`config.mk`:
```
export PLATFORM = sky130hd
export DESIGN_NAME = touch_adc_ctrl_flat
export DESIGN_NICKNAME = d
export VERILOG_FILES = /design/src/rtl/touch_adc_ctrl_if.sv /design/src/rtl/touch_adc_ctrl.sv /design/src/flat_wrapper.sv
export SDC_FILE = /design/constraint.sdc
export NUM_CORES = 1
export LEC_CHECK = 0
export CORE_ASPECT_RATIO = 1.4
export CORE_MARGIN = 2
export CORE_UTILIZATION = 58
export CTS_CLUSTER_SIZE = 28
export DETAILED_ROUTE_END_ITERATION = 10
export PLACE_DENSITY = 0.76
export SETUP_SLACK_MARGIN = 0.15
export SLEW_MARGIN = 30
export SYNTH_ARGS = -nofsm -noshare
export SYNTH_HDL_FRONTEND = slang
export SYNTH_SLANG_ARGS = --single-unit
```
`constraint.sdc`:
```
create_clock -name sys_clk -period 2.3 [get_ports sys_clk]
set_input_delay 0.46 -clock sys_clk [delete_from_list [all_inputs] [get_ports sys_clk]]
set_output_delay 0.46 -clock sys_clk [all_outputs]
set_load 0.05 [all_outputs]
```
`src/rtl/touch_adc_ctrl_if.sv`:
```
// touch_adc_ctrl_if: pin bundle between the touch controller (master) and the ADS7843-class ADC (slave).
interface touch_adc_ctrl_if;
  logic adc_dclk, adc_cs_n, adc_din, adc_dout, adc_penirq_n, adc_busy;
  modport master (output adc_dclk, adc_cs_n, adc_din, input adc_dout, adc_penirq_n, adc_busy);
  modport slave (input adc_dclk, adc_cs_n, adc_din, output adc_dout, adc_penirq_n, adc_busy);
endinterface

```
`src/rtl/touch_adc_ctrl.sv`:
```
// touch_adc_ctrl: SPI master for the resistive-touch ADC; debounces pen-down, converts X/Y, publishes coordinates.
// Define TOUCH_AVG_EN to average four back-to-back X/Y pairs per frame.
module touch_adc_ctrl #(
  parameter int CLK_DIV  = 25,
  parameter int DEBOUNCE = 1000,
  parameter int GAP      = 50000
) (
  input  logic             sys_clk,
  input  logic             iRST_n,
  touch_adc_ctrl_if.master adc,
  output logic [7:0]       x_out,
  output logic [9:0]       y_out,
  output logic             new_coord,
  output logic             transmit_en,
  output logic             penirq_n
);
  localparam int DW = $clog2(CLK_DIV + 1);
  localparam int BW = $clog2(DEBOUNCE + 1);
  localparam int GW = $clog2(GAP + 1);
  typedef enum logic [2:0] {IDLE, CONV_X, CONV_Y, PUBLISH, WAIT_GAP} state_t;
  state_t state, state_n;
  logic pen_s1, pen_s2, dout_s1, dout_s2;
  logic [DW-1:0] div, div_n;
  logic [5:0] half, half_n;
  logic [BW-1:0] deb, deb_n;
  logic [GW-1:0] gcnt, gcnt_n;
  logic [11:0] shreg, shreg_n;
  logic [4:0] idx;
  logic [7:0] cmd;
  logic conv, conv_n, term, axis_done, last_pair, dclk_n, din_n;
`ifdef TOUCH_AVG_EN
  logic [1:0] pair;
  logic [13:0] xsum, ysum;
  assign last_pair = pair == 2'd3;
`else
  logic [7:0] xr;
  assign last_pair = 1'b1;
`endif
  always_comb begin
    conv = state == CONV_X || state == CONV_Y;
    term = conv && div == DW'(CLK_DIV - 1);
    axis_done = term && half == 6'd47;
    div_n = term || !conv ? '0 : div + 1'b1;
    half_n = axis_done || !conv ? '0 : half + 6'(term);
    dclk_n = conv && (adc.adc_dclk ^ term);
    // result bits ride DCLK rises 10..21 of each axis
    shreg_n = term && !adc.adc_dclk && half[5:1] >= 5'd9 && half[5:1] <= 5'd20 ? {shreg[10:0], dout_s2} : shreg;
    deb_n = state == IDLE && !pen_s2 ? deb + 1'b1 : '0;
    gcnt_n = state == WAIT_GAP ? gcnt + 1'b1 : '0;
    state_n = state;
    case (state)
      IDLE:     state_n = !pen_s2 && deb == BW'(DEBOUNCE - 1) ? CONV_X : IDLE;
      CONV_X:   state_n = axis_done ? CONV_Y : CONV_X;
      CONV_Y:   state_n = axis_done ? (last_pair ? PUBLISH : CONV_X) : CONV_Y;
      PUBLISH:  state_n = WAIT_GAP;
      WAIT_GAP: state_n = gcnt == GW'(GAP - 1) ? (pen_s2 ? IDLE : CONV_X) : WAIT_GAP;
      default:  state_n = IDLE;
    endcase
    conv_n = state_n == CONV_X || state_n == CONV_Y;
    idx = half_n[5:1];
    cmd = state_n == CONV_Y ? 8'h90 : 8'hD0;
    // din only moves when the next half-period is a low one
    din_n = conv_n && (half_n[0] ? adc.adc_din : idx < 5'd8 && cmd[~idx[2:0]]);
  end
  always_ff @(posedge sys_clk or negedge iRST_n) begin
    if (!iRST_n) begin
      state <= IDLE;
      {pen_s1, pen_s2, dout_s1, dout_s2} <= 4'b1100;
      div <= '0;
      half <= '0;
      deb <= '0;
      gcnt <= '0;
      shreg <= '0;
      adc.adc_dclk <= 1'b0;
      adc.adc_cs_n <= 1'b1;
      adc.adc_din <= 1'b0;
      x_out <= '0;
      y_out <= '0;
      new_coord <= 1'b0;
      transmit_en <= 1'b0;
      penirq_n <= 1'b1;
`ifdef TOUCH_AVG_EN
      pair <= '0;
      xsum <= '0;
      ysum <= '0;
`else
      xr <= '0;
`endif
    end else begin
      {pen_s1, pen_s2, dout_s1, dout_s2} <= {adc.adc_penirq_n, pen_s1, adc.adc_dout, dout_s1};
      state <= state_n;
      div <= div_n;
      half <= half_n;
      deb <= deb_n;
      gcnt <= gcnt_n;
      shreg <= shreg_n;
      adc.adc_dclk <= dclk_n;
      adc.adc_cs_n <= !conv_n;
      adc.adc_din <= din_n;
      new_coord <= state == PUBLISH;
      if (state == IDLE && state_n == CONV_X) begin
        transmit_en <= 1'b1;
        penirq_n <= 1'b0;
      end
      if (state == WAIT_GAP && state_n == IDLE) begin
        transmit_en <= 1'b0;
        penirq_n <= 1'b1;
      end
`ifdef TOUCH_AVG_EN
      if (conv_n && !conv) begin
        pair <= '0;
        xsum <= '0;
        ysum <= '0;
      end
      if (axis_done && state == CONV_X) xsum <= xsum + 14'(shreg);
      if (axis_done && state == CONV_Y) begin
        ysum <= ysum + 14'(shreg);
        pair <= pair + 1'b1;
      end
      if (state == PUBLISH) begin
        x_out <= xsum[13:6];
        y_out <= ysum[13:4];
      end
`else
      if (axis_done && state == CONV_X) xr <= shreg[11:4];
      if (state == PUBLISH) begin
        x_out <= xr;
        y_out <= shreg[11:2];
      end
`endif
    end
  end
endmodule

```
`src/flat_wrapper.sv`:
```
// flat-port wrapper written by rule: the top's interface ports become plain ports
module touch_adc_ctrl_flat 
#(
  parameter int CLK_DIV  = 25,
  parameter int DEBOUNCE = 1000,
  parameter int GAP      = 50000
)
  (sys_clk, iRST_n, x_out, y_out, new_coord, transmit_en, penirq_n, adc_adc_dclk, adc_adc_cs_n, adc_adc_din, adc_adc_dout, adc_adc_penirq_n, adc_adc_busy);
  touch_adc_ctrl_if adc_i ();
  input  logic sys_clk;
  input  logic iRST_n;
  output logic [7:0] x_out;
  output logic [9:0] y_out;
  output logic new_coord;
  output logic transmit_en;
  output logic penirq_n;
  output wire logic [$bits(adc_i.adc_dclk)-1:0] adc_adc_dclk;
  output wire logic [$bits(adc_i.adc_cs_n)-1:0] adc_adc_cs_n;
  output wire logic [$bits(adc_i.adc_din)-1:0] adc_adc_din;
  input wire logic [$bits(adc_i.adc_dout)-1:0] adc_adc_dout;
  input wire logic [$bits(adc_i.adc_penirq_n)-1:0] adc_adc_penirq_n;
  input wire logic [$bits(adc_i.adc_busy)-1:0] adc_adc_busy;
  assign adc_adc_dclk = adc_i.adc_dclk;
  assign adc_adc_cs_n = adc_i.adc_cs_n;
  assign adc_adc_din = adc_i.adc_din;
  assign adc_i.adc_dout = adc_adc_dout;
  assign adc_i.adc_penirq_n = adc_adc_penirq_n;
  assign adc_i.adc_busy = adc_adc_busy;
  touch_adc_ctrl #(.CLK_DIV(CLK_DIV), .DEBOUNCE(DEBOUNCE), .GAP(GAP)) u_core (.sys_clk(sys_clk), .iRST_n(iRST_n), .adc(adc_i), .x_out(x_out), .y_out(y_out), .new_coord(new_coord), .transmit_en(transmit_en), .penirq_n(penirq_n));
endmodule
```
Word level (Yosys, flattened, before mapping):

Cells that the tools add are included.

* flip-flop bits (word level): 88
* bits in latches: 0
* RAM bits: 0
* ROM bits: 0
* input bits: 5
* memories kept: 0

* $add $sub $neg: 4
* multipliers: 0
* divide/modulo/power cells: 0
* $lt $le $gt $ge: 4
* equality and inequality tests: 10
* shift operators: 0
* muxes and demuxes: 18
* bitwise logic cells: 2
* reductions and logical operators: 24

Operators with widths (count)
* $add A16 B1 Y16 const B: 1
* $eq A16 B16 Y1 const B: 1
* $mux W16: 1
* $pmux W3 S5: 1
* $logic_and A1 B1 Y1: 13
* $add A10 B1 Y10 const B: 1
* $eq A10 B10 Y1 const B: 1
* $mux W10: 1
* $eq A3 B2 Y1 const B: 3
* $mux W1: 9
* $mux W7: 1
* $add A6 B1 Y6: 1
* $eq A3 B1 Y1 const B: 2
* $eq A6 B6 Y1 const B: 1
* $logic_not A3 Y1: 2
* $mux W6: 1
* $add A5 B1 Y5 const B: 1
* $eq A5 B5 Y1 const B: 1
* $ge A5 B4 Y1 const B: 1
* $le A5 B5 Y1 const B: 1
* $lt A5 B4 Y1 const B: 1
* $mux W5: 1
* $logic_not A1 Y1: 4
* $logic_or A1 B1 Y1: 4
* other kinds (8): 8

Longest topological paths before layout:

Gate-level depths: netlist (run 1).

* depth after elaboration: 13
* depth in mapped cells: 10
* depth with buffers taken out: 10

Least setup slack after synthesis (run 1):

OpenSTA, ideal clock, no wires.

* kind: flip-flop to flip-flop
* from: register u_core.div[0]
* to: register u_core.adc.adc_din
* setup time: 0.086 ns
* arrival: 1.926 ns
* required time: 2.214 ns
* path slack: 0.288 ns
* cell stages (with the launch flop): 11
* path buffers: 0
* period minus slack after synthesis: 2.012 ns
* cell sequence: dfrtp_1 -> inv_1 -> ha_1 -> nand4b_4 -> nor2_1 -> ha_1 -> ha_1 -> a211o_1 -> a21oi_1 -> o221ai_1 -> a32oi_1

* word-level cells in the longest chain between the ends: 12
* elaborated cells between the ends (all ways): 20

Ends and longest elaborated chain
* from (decl): line touch_adc_ctrl.sv:23 `logic [DW-1:0] div, div_n;`
* from (signal assigned): line touch_adc_ctrl.sv:92 `div <= div_n;`
* $eq A5 B5 Y1 *: line touch_adc_ctrl.sv:41 `term = conv && div == DW'(CLK_DIV - 1);`
* $logic_and A1 B1 Y1 *: line touch_adc_ctrl.sv:41
* $logic_and A1 B1 Y1: line touch_adc_ctrl.sv:42 `axis_done = term && half == 6'd47;`
* $mux W1 or $mux W2 (tied branches): line touch_adc_ctrl.sv:54, touch_adc_ctrl.sv:53
* $pmux W3 S5: line touch_adc_ctrl.sv:51 `case (state)`
* $eq A3 B2 Y1: line touch_adc_ctrl.sv:59, touch_adc_ctrl.sv:61
* $mux W7: line touch_adc_ctrl.sv:61 `cmd = state_n == CONV_Y ? 8'h90 : 8'hD0;`
* $bmux W1 S3: line touch_adc_ctrl.sv:63 `din_n = conv_n && (half_n[0] ? adc.adc_din : idx < 5'd8 && cmd[~idx[2:0]]);`
* $mux W1 (not written as such): line touch_adc_ctrl.sv:63
* $logic_and A1 B1 Y1: line touch_adc_ctrl.sv:63
* $mux W1: line touch_adc_ctrl.sv:63
* $logic_and A1 B1 Y1 *: line touch_adc_ctrl.sv:63
* named net u_core.din_n: line touch_adc_ctrl.sv:30 `logic conv, conv_n, term, axis_done, last_pair, dclk_n, din_n;`
* to (signal assigned): line touch_adc_ctrl.sv:99 `adc.adc_din <= din_n;`
* to (decl): line touch_adc_ctrl_if.sv:4 `modport master (output adc_dclk, adc_cs_n, adc_din, input adc_dout, adc_penirq_n, adc_busy);`

The timed path passes the listed nets; every way through them passes the cells marked *. The select of a mux whose other input is x is not followed.
A chain may end at the register's enable or synchronous reset.

Final worst setup path (run 1):

Same ends and word-level chain as after synthesis.

==> results.yml, run 1 <==
pwr:
  swShare: 0.244
  cellLeakagePower_nw: 2.02
  p_comb_frac: 0.020
  pwr-share-seq: 0.594
  ir_drop_v: 0.000504
  power_density_nw_per_um2: 595
  p_switching_w: 0.000641
  p_int_w: 0.00198
  clkPwrFrac: 0.386
clock_tree:
  cts_root_buf: "clkbuf_8"
  htreeDepth: 3
  cts_buffers: 9
  path_clk_slew_ns: 0.10
  clock_path_buffers: 2
  hold_buffers: 0
  insertion_delay_ns: 0.36
  cts_sinks: 88
  cts_tree: "done"
timing:
  finalCritPeriodShare: 0.900
  max_freq_ghz: 0.483
  slew_viol_final: 0
  slew_headroom: 0.552
  fin_crit_ns: 2.07
  setup_viol: 0
  rsz0062_at_grt: "yes"
  fin_worst_skew_ns: 0.0151
  tightest_slew_ns: 0.672
  hold_viol: 0
  tns_ns: 0
synthesis:
  synthFlopType: "dfrtp_1"
  yosysSeqAreaShare: 0.581
  synth_edf_count: 0
  syn_area_per_cell_um2: 10.9
  synth-seq-cells: 88
  synth_nets: 360
  ys_warn_count: 0
  synth_cell_types: 42
  netlist_area_um2: 3800
  async_flop_share: 1.00
  syn_inst: 348
status:
  outcome: "completed"
worst_setup_path:
  critPathRequiredTime_ns: 2.56
  worst_ep_arrival_time_ns: 2.34
  critPathKind: "reg2reg"
  r2r_end: "u_core.adc.adc_din$_DFF_PN0_"
  endpoint_kind: "flip-flop"
  reg2regPathDepth: 10
  startpoint_type: "flip-flop"
  crit_fanout: 5
  reg2reg_from: "u_core.div[0]$_DFF_PN0_"
  r2r_setup_slack_ns: 0.23
final_layout:
  area_growth_pct: 16.2
  stdcell_area_um2: 4420
  final_layout_size_suffix_gt1_frac: 0.167
  antenna_cells: 0
  instances_no_fill: 461
  nNetsFinal: 396
global_routing:
  grt_start_max_net_pins: 36
  overflow: 0
  grt_use_total: 0.214
  antenna_found_initial: 0
  grt_pass1_wl_um: 12000
  grt_pass1_vias: 2674
floorplanning:
  die_h_um: 99.8
  coreArea_um2: 6300
  die_width_um: 72.4
  rows: 34
  start_util: 0.604
  io_pins: 29
  dieArea_um2: 7230
detailed_routing:
  routedWlPerCell_um: 15.4
  vias: 2585
  via_per_inst: 5.61
  dr.pass1.iters: 4
  antenna_left: 0
  wl_um: 7120
  drc: 0
  drtIter0Drc: 133
placement:
  place_area_um2: 4170
  port_buffers: 27
  place_inst: 442
  hpwl_um: 4750
  place_congestion: 0.828
job:
  max-cap-violations: 0
hold_path:
  hold_class: "in2async"
==> through the flow <==
stage / power (W) / util / worst slack [ns] / hold slack [ns]
3_5_place_dp: 0.00165 / 0.662 / 0.0790 / 0.349
4_1_cts: 0.00265 / 0.697 / 0.156 / 0.0497
5_1_grt: 0.00272 / 0.701 / 0.108 / 0.0610
6_report: 0.00263 / 0.701 / 0.229 / 0.0374
3_3_place_gp: 0.00164 / 0.662 / 0.107 / 0.332
2_1_floorplan: 0.00160 / - / 0.288 / 0.164
==> cell families (layout without fill, tap and decap cells) <==
family	after synthesis	count (layout)	synth area share
mux	21	21	0.0622
flops	88	88	0.581
xor+xnor	22	22	0.0507
buf+inv	22	63	0.0253
fa+ha+maj	7	7	0.0230
compound gates	33	33	0.0507
simple gates	155	155	0.207
==> synthesized netlist by cell type, types with 2 or more instances <==
library cell / count / area share
nor2_1: 35 / 0.035
mux2_2: 21 / 0.062
dfstp_2: 4 / 0.028
nand2b_1: 2 / 0.0033
ha_1: 7 / 0.023
clkbuf_1: 5 / 0.0049
or4bb_1: 3 / 0.0089
a21o_1: 2 / 0.0039
a21oi_1: 12 / 0.016
nor4_4: 2 / 0.011
xnor2_1: 15 / 0.035
inv_1: 9 / 0.0089
and3_1: 4 / 0.0066
o21a_1: 2 / 0.0039
nor3_1: 5 / 0.0066
xor2_1: 7 / 0.016
o21ai_0: 11 / 0.014
nor4_1: 5 / 0.0082
nand3_1: 12 / 0.016
nand4_1: 7 / 0.012
dfrtp_1: 84 / 0.55
or3_1: 8 / 0.013
nand2_1: 64 / 0.063
buf_2: 4 / 0.0053
==> power groups by stage <==
stage	Combinational [W]	Clock (W)	Sequential [W]
after floorplan	0.0000111	0	0.00159
after global placement	0.0000542	0	0.00159
after detailed placement	0.0000551	0	0.00159
after CTS	0.0000551	0.00103	0.00156
after global routing	0.0000619	0.00109	0.00156
final	0.0000525	0.00101	0.00156
==> registers in the layout, summed over array words and instances (netlist names) <==
| name | cells |
|---|---|
| u_core.half | 6 |
| u_core.penirq_n | 1 |
| u_core.pen_s2 | 1 |
| u_core.transmit_en | 1 |
| u_core.adc.adc_dclk | 1 |
| u_core.xr | 8 |
| u_core.div | 5 |
| u_core.deb | 10 |
| u_core.state | 3 |
| u_core.y_out | 10 |
| u_core.shreg | 12 |
| u_core.dout_s1 | 1 |
| u_core.new_coord | 1 |
| u_core.adc.adc_cs_n | 1 |
| u_core.x_out | 8 |
| u_core.dout_s2 | 1 |
| u_core.pen_s1 | 1 |
| u_core.gcnt | 16 |
| u_core.adc.adc_din | 1 |
==> layout by cell type (no fill, tap or decap), drive strengths merged, types with 8 or more instances in the layout <==
master,n
nand3,13
nand2,64
mux2,21
inv,13
nor2,35
clkbuf,9
dfrtp,84
or3,8
o21ai,12
a21oi,12
xnor2,15
buf,11
clkdlybuf4s50,24
==> worst max path at each step <==
stage                     slack (ns)                          start  cells after the start                           end
after floorplan                 0.29        u_core.div[0]$_DFF_PN0_                     10  u_core.adc.adc_din$_DFF_PN0_
after global placement          0.11      u_core.state[1]$_DFF_PN0_                      9  u_core.adc.adc_din$_DFF_PN0_
after detailed placement        0.08      u_core.state[1]$_DFF_PN0_                      9  u_core.adc.adc_din$_DFF_PN0_
after CTS                       0.16  u_core.adc.adc_cs_n$_DFF_PN1_                      1                  adc_adc_cs_n
after global routing            0.11        u_core.div[1]$_DFF_PN0_                     10  u_core.adc.adc_din$_DFF_PN0_
final                           0.23        u_core.div[0]$_DFF_PN0_                     10  u_core.adc.adc_din$_DFF_PN0_
==> worst max-delay path, stage by stage (launching register included) <==
cell and delay, ns:
dfrtp_1 0.36, inv_1 0.05, ha_1 0.22, nand4b_4 0.13, nor2_2 0.07, ha_4 0.18, ha_4 0.17, a211o_1 0.29
a21oi_1 0.16, o221ai_1 0.14, a32oi_1 0.21
==> layout make-up <==
| cell class | instances | area (um2) |
|---|---|---|
| Fill cell | 455 | 1880 |
| Inverter | 10 | 37.5 |
| Clock inverter | 7 | 62.6 |
| Sequential cell | 88 | 2210 |
| Multi-Input combinational cell | 238 | 1540 |
| Tap cell | 72 | 90.1 |
| Clock buffer | 9 | 124 |
| Timing Repair Buffer | 37 | 357 |
==> layer usage <==
metal | track usage | wire (um) | share of wire
met5 | 0 | 0 | 0
met4 | 0.0969 | 133 | 0.019
met3 | 0.0412 | 185 | 0.026
met2 | 0.359 | 3660 | 0.51
met1 | 0.268 | 3150 | 0.44
==> timing repair <==
action | CTS | global route
endpoints found under the hold margin | 0 | 0
setup endpoints to repair | 2 | 2
buffers inserted | 3 | 0
resized for setup | 4 | 5
pin swaps | 1 | 1
No activity file was read; power rests on OpenSTA's default activity.
==> run 2, diff against run 1 <==
- SKIP_CTS_REPAIR_TIMING: default -> 1
- clock period: 2.3 -> 2.2 ns (I/O delays scaled with it)
==> results.yml, run 2 (synthesis results as in run 1) <==
status:
  outcome: "completed"
clock_tree:
  path_clk_slew_ns: 0.09
  htreeDepth: 3
  cts_root_buf: "clkbuf_8"
  insertion_delay_ns: 0.34
  cts_buffers: 9
  cts_tree: "done"
  clock_path_buffers: 2
  cts_sinks: 88
pwr:
  power_density_nw_per_um2: 626
  p_comb_frac: 0.020
  clkPwrFrac: 0.391
  p_switching_w: 0.000605
  ir_drop_v: 0.000484
  p_int_w: 0.00217
  swShare: 0.218
  cellLeakagePower_nw: 2.03
  pwr-share-seq: 0.588
placement:
  hpwl_um: 4740
  place_area_um2: 4190
  place_congestion: 0.804
  port_buffers: 27
timing:
  max_freq_ghz: 0.488
  setup_viol: 0
  hold_viol: 0
  finalCritPeriodShare: 0.931
  fin_crit_ns: 2.05
  rsz0062_at_grt: "yes"
  tightest_slew_ns: 0.559
  fin_worst_skew_ns: 0.0102
  tns_ns: 0
  slew_viol_final: 0
  slew_headroom: 0.625
  whs_ns: 0.0487
floorplanning:
  die_h_um: 99.8
  die_width_um: 72.4
  coreArea_um2: 6300
  rows: 34
  io_pins: 29
  dieArea_um2: 7230
  start_util: 0.604
detailed_routing:
  vias: 2608
  dr.pass1.iters: 4
  via_per_inst: 5.68
  drtIter0Drc: 180
  routedWlPerCell_um: 15.2
  antenna_left: 0
  wl_um: 6970
  drc: 0
hold_path:
  hold_class: "in2async"
global_routing:
  grt_start_max_net_pins: 38
  antenna_found_initial: 0
  grt_pass1_vias: 2574
  grt_pass1_wl_um: 11800
  grt_use_total: 0.210
  overflow: 0
worst_setup_path:
  crit_family: "compound AO/OA/AOI/OAI gates"
  crit_fanout: 5
  startpoint_type: "flip-flop"
  endpoint_kind: "flip-flop"
  critical-path-max-stage-delay_ns: 0.41
  worstPathCellList: "inv_1 -> ha_2 -> nand4b_4 -> nor2_4 -> ha_4 -> ha_4 -> a211o_1 -> a21oi_2 -> o221ai_1 -> a32oi_1"
  cp_common_cell: "ha_4"
  cp_slowest_cell: "dfrtp_1"
  worst_ep_arrival_time_ns: 2.31
  critPathKind: "reg2reg"
  path_buf_inv: 1
  critPathRequiredTime_ns: 2.46
final_layout:
  largest_registers: "u_core.gcnt x16, u_core.shreg x12"
  area_growth_pct: 16.5
  top_register: "u_core.gcnt"
  nNetsFinal: 394
  layout_commonest_cell: "dfrtp_1"
  fillerInstances: 465
  stdcell_area_um2: 4430
  final_cell_mix: "dfrtp_1, nand2_1, nor2_1"
  regArea_um2: 2210
  multi_input_area_um2: 1540
  fin_util: 0.703
  final_layout_size_suffix_gt1_frac: 0.163
  antenna_cells: 0
  largest_reg_flops: 16
job:
  max-cap-violations: 0
==> run 2: cell count changes in the layout (fill, tap and decap cells not counted), sizes merged <==
cell / change
clkinvlp: -1
buf: -2
bufinv: +1
dlymetal6s2s: +1
dlygate4sd2: -1
clkinv: +4
inv: -4
==> run 2: worst reg2reg max path, delay by kind of cell, from the launching register on <==
kind / cells / cell delay (ns)
DFF: 1 / 0.41
adders and majority gates: 3 / 0.54
buffers and inverters: 1 / 0.08
AOI/OAI and AO/OA: 4 / 0.76
and+or+nand+nor: 2 / 0.18
==> run 2: layout make-up <==
type | count | share of cell area
flip-flops and latches | 88 | 0.498
multi-input cells | 238 | 0.348
repair buffers | 35 | 0.0808
clock buffers | 9 | 0.0280
well taps | 72 | 0.0203
clock inverters | 7 | 0.0164
inverters | 10 | 0.00848
==> run 2: routing by layer <==
layer | share of wire | GRT usage
met2 | 0.50 | 0.347
met3 | 0.036 | 0.0442
met5 | 0 | 0
met1 | 0.44 | 0.271
met4 | 0.018 | 0.0840
==> run 2: power groups by stage <==
| stage | clock network (W) | registers (W) | logic [W] |
|---|---|---|---|
| floorplan | 0 | 0.00166 | 0.0000116 |
| global placement | 0 | 0.00166 | 0.0000577 |
| detailed placement | 0 | 0.00166 | 0.0000591 |
| CTS | 0.00111 | 0.00163 | 0.0000593 |
| global route | 0.00118 | 0.00163 | 0.0000659 |
| finish | 0.00109 | 0.00163 | 0.0000560 |
==> run 2: worst paths after layout <==
path | startpoint | to | slack, ns | cells past startpoint
worst max-delay path | u_core.div[0]$_DFF_PN0_ | u_core.adc.adc_din$_DFF_PN0_ | 0.15 | 10
worst min register to register | u_core.dout_s1$_DFF_PN0_ | u_core.dout_s2$_DFF_PN0_ | 0.36 | 0
worst min-delay path | iRST_n | u_core.deb[7]$_DFF_PN0_ | 0.05 | 1
max in group asynchronous | iRST_n | u_core.pen_s1$_DFF_PN1_ | 1.55 | 2
min in group sys_clk | u_core.dout_s1$_DFF_PN0_ | u_core.dout_s2$_DFF_PN0_ | 0.36 | 0
worst max register to register | u_core.div[0]$_DFF_PN0_ | u_core.adc.adc_din$_DFF_PN0_ | 0.15 | 10
==> run 2: through the flow <==
step	power, W	std cells	setup WS [ns]
floorplan	0.00167	348	0.188
global placement	0.00172	443	0.0790
detailed placement	0.00172	443	-0.0137
CTS	0.00280	459	-0.0437
global route	0.00288	459	0.0646
finish	0.00277	459	0.151
